## config.mk

```make
export PLATFORM = sky130hd
export DESIGN_NAME = sram_fsm_host
export DESIGN_NICKNAME = d
export VERILOG_FILES = /design/src/rtl/sram_fsm_host.sv
export SDC_FILE = /design/constraint.sdc
export NUM_CORES = 1
export LEC_CHECK = 0
export CORE_MARGIN = 8
export CORE_UTILIZATION = 30
export CTS_CLUSTER_SIZE = 16
export DETAILED_ROUTE_END_ITERATION = 12
export GPL_TIMING_DRIVEN = 0
export PLACE_DENSITY = 0.57
export SLEW_MARGIN = 0
export SYNTH_ARGS = -nofsm -noshare
export SYNTH_HDL_FRONTEND = slang
export SYNTH_SLANG_ARGS = --single-unit
```

## constraint.sdc

```tcl
create_clock -name clk -period 4.13 [get_ports clk]
set_input_delay 0.6195 -clock clk [delete_from_list [all_inputs] [get_ports clk]]
set_output_delay 0.6195 -clock clk [all_outputs]
set_load 0.01 [all_outputs]
```

## src/rtl/sram_fsm_host.sv

```systemverilog
// Host-side controller for a simple SRAM: accepts one read or write request at a time,
// sequences the op/select command through WRITE/READ and SETTLE, then pulses a response.
module sram_fsm_host #(
  parameter int unsigned WR_CYCLES     = 2,
  parameter int unsigned SETTLE_CYCLES = 2,
  parameter int unsigned RD_TIMEOUT    = 8
) (
  input  logic       clk,
  input  logic       rst,
  input  logic       req_valid,
  output logic       req_ready,
  input  logic       req_we,
  input  logic [2:0] req_adr,
  input  logic [7:0] req_wdata,
  output logic       rsp_valid,
  output logic [7:0] rsp_rdata,
  output logic       rsp_err,
  output logic       mem_op,
  output logic       mem_select,
  output logic [2:0] mem_adr,
  output logic [7:0] mem_in,
  input  logic [7:0] mem_out,
  input  logic       mem_valid
);

  typedef enum logic [2:0] {
    IDLE,
    WRITE,
    READ,
    SETTLE,
    RESP
  } state_t;

  // Counters are loaded with N-1 on entry so a state lasts N cycles and exits at zero.
  localparam logic [7:0] WR_LOAD     = 8'(WR_CYCLES - 1);
  localparam logic [7:0] SETTLE_LOAD = 8'(SETTLE_CYCLES - 1);
  localparam logic [7:0] RD_LOAD     = 8'(RD_TIMEOUT - 1);

  state_t     state_q, state_d;
  logic [7:0] cnt_q, cnt_d;
  logic [2:0] adr_q, adr_d;
  logic [7:0] wdata_q, wdata_d;
  logic [7:0] rdata_q, rdata_d;
  logic       err_q, err_d;

  // NOTE: every variable gets a default before the case so no path leaves it unassigned (no latch).
  always_comb begin
    state_d = state_q;
    cnt_d   = cnt_q;
    adr_d   = adr_q;
    wdata_d = wdata_q;
    rdata_d = rdata_q;
    err_d   = err_q;
    unique case (state_q)
      IDLE: begin
        if (req_valid) begin
          adr_d   = req_adr;
          wdata_d = req_wdata;
          if (req_we) begin
            state_d = WRITE;
            cnt_d   = WR_LOAD;
          end else begin
            state_d = READ;
            cnt_d   = RD_LOAD;
          end
        end
      end
      WRITE: begin
        if (cnt_q == 8'd0) begin
          state_d = SETTLE;
          cnt_d   = SETTLE_LOAD;
          rdata_d = 8'd0;
          err_d   = 1'b0;
        end else begin
          cnt_d = cnt_q - 8'd1;
        end
      end
      READ: begin
        // mem_valid is only looked at here; stray pulses in other states are ignored.
        if (mem_valid) begin
          state_d = SETTLE;
          cnt_d   = SETTLE_LOAD;
          rdata_d = mem_out;
          err_d   = 1'b0;
        end else if (cnt_q == 8'd0) begin
          state_d = SETTLE;
          cnt_d   = SETTLE_LOAD;
          rdata_d = 8'd0;
          err_d   = 1'b1;
        end else begin
          cnt_d = cnt_q - 8'd1;
        end
      end
      SETTLE: begin
        if (cnt_q == 8'd0) begin
          state_d = RESP;
          cnt_d   = 8'd0;
        end else begin
          cnt_d = cnt_q - 8'd1;
        end
      end
      RESP: begin
        state_d = IDLE;
        cnt_d   = 8'd0;
      end
      default: begin
        state_d = IDLE;
        cnt_d   = 8'd0;
      end
    endcase
  end

  // NOTE: state registers use non-blocking assignments so all flops update together at the edge.
  always_ff @(posedge clk) begin
    // NOTE: reset clears every register here, including the latched address/data and response.
    if (rst) begin
      state_q <= IDLE;
      cnt_q   <= 8'd0;
      adr_q   <= 3'd0;
      wdata_q <= 8'd0;
      rdata_q <= 8'd0;
      err_q   <= 1'b0;
    end else begin
      state_q <= state_d;
      cnt_q   <= cnt_d;
      adr_q   <= adr_d;
      wdata_q <= wdata_d;
      rdata_q <= rdata_d;
      err_q   <= err_d;
    end
  end

  assign mem_op     = (state_q == WRITE);
  assign mem_select = (state_q == WRITE) || (state_q == READ);
  assign req_ready  = (state_q == IDLE) && !rst;
  assign rsp_valid  = (state_q == RESP);
  assign mem_adr    = adr_q;
  assign mem_in     = wdata_q;
  assign rsp_rdata  = rdata_q;
  assign rsp_err    = err_q;

endmodule

```

==> run_results.csv <==
group,metric,value,unit
critical_path,critical_path_arrival,2.16,ns
yosys,ys_dominant_reg_cell,"sky130_fd_sc_hd__dfxtp_1",
power,totalPowerFinal,1.39,mW
clocking,postCtsSetupRepairBufs,0,
sta,period_share,67.2,%
final_layout,multiInputGateArea,721,µm²
status,run_status,"finished clean",
final_layout,final_cells,266,
clocking,ctsRootBufferMaster,"sky130_fd_sc_hd__clkbuf_8",
final_layout,final_layout_size_suffix_gt1_share,8.49,%
sta,timing_worst_slew_pin_value,0.555,ns
yosys,postSynthCellCount,158,
global_routing,antenna_found_initial,0,
route,drc,0,
placed_design,placement.io_buffers,47,
yosys,post_synth_and_or_nand_nor_area_fraction,26.5,%
floorplan,rows,25,
clocking,cts.sink_count,31,
sta,timing.final.setup_violations,0,
placed_design,detailed_place_hpwl,2.63,mm
hold_path,hp-class,"register to register",
final_layout,layout-area-overhead-vs-synth,45.4,%
route,vias,1236,
route,drt_first_pass_iters,4,
floorplan,placeableCoreArea,4630,µm²
placed_design,dp.cells,259,
floorplan,floorplan.initialDensity,30.5,%
clocking,hold_buffers,0,
yosys,async_reset_ff_share,0,%
route,route.antenna.remaining_nets,0,
yosys,synth.area.mux_share,0,%
sta,summed_negative_setup_slack_over_all_endpoints,0,ns
yosys,post_synth_fa_ha_maj_area_fraction,1.77,%
global_routing,grt_first_pass_wirelength,5.80,mm
critical_path,critical_path_required,3.51,ns
final_layout,design.final.nets,238,
power,power.leakage,0.776,nW
route,wl_per_cell,13.6,µm
clocking,clkLatencyLatePin,0.28,ns
yosys,synth_top_area_cell,"sky130_fd_sc_hd__dfxtp_1",
placed_design,place.gp.congestion,0.782,
sta,hold_slack,0.453,ns
yosys,synth_top_cells_by_area,"sky130_fd_sc_hd__dfxtp_1 44%, sky130_fd_sc_hd__nand2_1 6.7%, sky130_fd_sc_hd__a22o_1 5.0%",
sta,timing.final.crit_period,2.78,ns
yosys,synth_enable_flop_cells,0,
yosys,compound_gate_portion_of_the_synthesized_area,19.1,%
sta,hold_violations,0,
yosys,yosysWarnings,0,
yosys,synth-seq-cells,31,
yosys,netlist_area,1410,µm²
final_layout,fill_cell_count,473,
final_layout,sequential_cell_area,621,µm²
global_routing,grt.overflow.total,0,
critical_path,worstSetupEndpointType,"output port",
placed_design,setup_ws_pre_cts,1.34,ns
clocking,cts_htree_levels,2,
sta,rsz0062_at_grt,"no",
critical_path,critical_path_class,"primary input to output port",
yosys,synth_cell_types,43,
yosys,synth-xor-area-share,3.73,%
critical_path,timing.critical_path.fanout_max,10,
route,starting_drc_count_in_detailed_routing,74,
sta,max_freq,360,MHz
sta,worst_skew,0.00445,ns
clocking,cts_resized,0,
yosys,seq_area_frac_synth,44.0,%
final_layout,diode_insertion_count_for_antenna_repair,0,
clocking,path_clk_slew,0.06,ns
critical_path,start_kind,"primary input",
sta,slew_headroom,63.0,%
floorplan,ioPinCount,48,
sta,report.final.slew_viol_count,0,
floorplan,die_w,84.6,µm
yosys,dominant_combinational_cell_family_by_area_after_synthesis,"simple AND/OR/NAND/NOR gates",
global_routing,gr-usage-all-layers,10.0,%
flow_run,drv.max_cap_violation_count,0,
critical_path,reg2reg_setup_slack,2.33,ns
power,vdd_drop_max,0.211,mV
global_routing,grt_pass1_vias,1221,
global_routing,grt_max_degree,11,
clocking,tritoncts,"done",
clocking,cts-root-to-sink-buffers,2,
clocking,cts-buffers-inserted,5,
yosys,netlist.area_leader.share,44.0,%
route,per_cell_via_count_in_the_routed_design,4.65,
floorplan,die-height,84.6,µm
yosys,post_synth.cell_area_avg,8.92,µm²
sta,layout_setup_ws,1.35,ns
route,wirelength,3.61,mm
floorplan,fp.dieArea,7150,µm²
power,power.density_cell_area,679,nW/µm²
yosys,synth_nets,184,
-- synth_stat cells (all sizes together) (2+ instances only) --
library cell / n
xor2: 4
o21ai: 4
buf: 6
dfxtp: 31
nor3: 4
clkbuf: 3
a22o: 8
and2: 3
inv: 3
nand2: 25
a21oi: 13
xnor2: 2
nand3: 3
nor4: 5
ha: 2
nor2: 16
nand3b: 3
nand2b: 5
-- sequential cells by signal, summed over array words and instances, names as in the netlist --
register and flops:
cnt_q 8, mem_in 8, rsp_rdata 8, mem_adr 3, state_q 3, rsp_err 1
-- power breakdown --
group / internal, mW / leakage [nW] / switching, mW
logic: 0.322 / 0.471 / 0.339
registers: 0.372 / 0.253 / 0.0722
clock network: 0.177 / 0.0513 / 0.110
total: 0.871 / 0.776 / 0.521
-- path summary, 6_finish.rpt --
kind                   start            to  depth (start not counted)
setup / recovery         rst     req_ready                          4
hold / removal    mem_adr[2]    mem_adr[2]                          2
setup reg to reg    cnt_q[0]  rsp_rdata[2]                          7
hold reg to reg   mem_adr[2]    mem_adr[2]                          2
-- cell families (layout without fill, tap and decap cells) --
logic type / count (synthesis) / after routing
flops: 31 / 31
fa+ha+maj: 2 / 2
simple gates: 71 / 71
compound gates: 36 / 36
buf+inv: 12 / 66
xor+xnor: 6 / 6
-- worst max-delay path: stages --
cell and delay (ns):
sky130_fd_sc_hd__clkdlybuf4s50_1 0.49, sky130_fd_sc_hd__clkbuf_1 0.45, sky130_fd_sc_hd__nor4_1 0.09, sky130_fd_sc_hd__clkdlybuf4s50_1 0.51
-- per-layer routing --
layer | part of all wire [%] | vias up | global-route usage, %
met5 | 0 | - | 0
met1 | 48 | 538 | 12.4
li1 | - | 660 | -
met3 | 6.6 | 4 | 3.51
met4 | 1.5 | 0 | 6.31
met2 | 43 | 34 | 14.4
-- per-stage QoR --
step | utilization (%) | area (µm²)
3_5_place_dp | 42.1 | 1950
4_1_cts | 44.3 | 2050
5_1_grt | 44.3 | 2050
6_report | 44.3 | 2050
3_3_place_gp | 42.1 | 1950
2_1_floorplan | - | 1410
-- cell usage in the layout, fill, tap and decap left out, types with 3 or more instances in the layout --
master                            Yosys  layout
sky130_fd_sc_hd__a22o_1               8       8
sky130_fd_sc_hd__xor2_1               4       4
sky130_fd_sc_hd__nor3_1               4       4
sky130_fd_sc_hd__nand2b_1             5       5
sky130_fd_sc_hd__clkdlybuf4s50_1      0      47
sky130_fd_sc_hd__nor4_1               4       4
sky130_fd_sc_hd__nand2_1             25      25
sky130_fd_sc_hd__nand3_1              3       3
sky130_fd_sc_hd__a21oi_1             13      13
sky130_fd_sc_hd__dfxtp_1             31      31
sky130_fd_sc_hd__and2_1               3       3
sky130_fd_sc_hd__nor2_1              16      16
sky130_fd_sc_hd__clkbuf_8             0       5
sky130_fd_sc_hd__clkbuf_1             3       4
-- layout make-up --
cell class                 instances  share of cell area, %
inverter                           3                  0.549
clock inverter                     1                   1.46
tap                               54                   3.29
sequential                        31                   30.3
multi-input combinational        115                   35.1
clock buffer                       6                   3.54
buffer                             9                   2.81
timing repair buffer              47                   22.9
No activity file was read; power rests on OpenSTA's default activity.
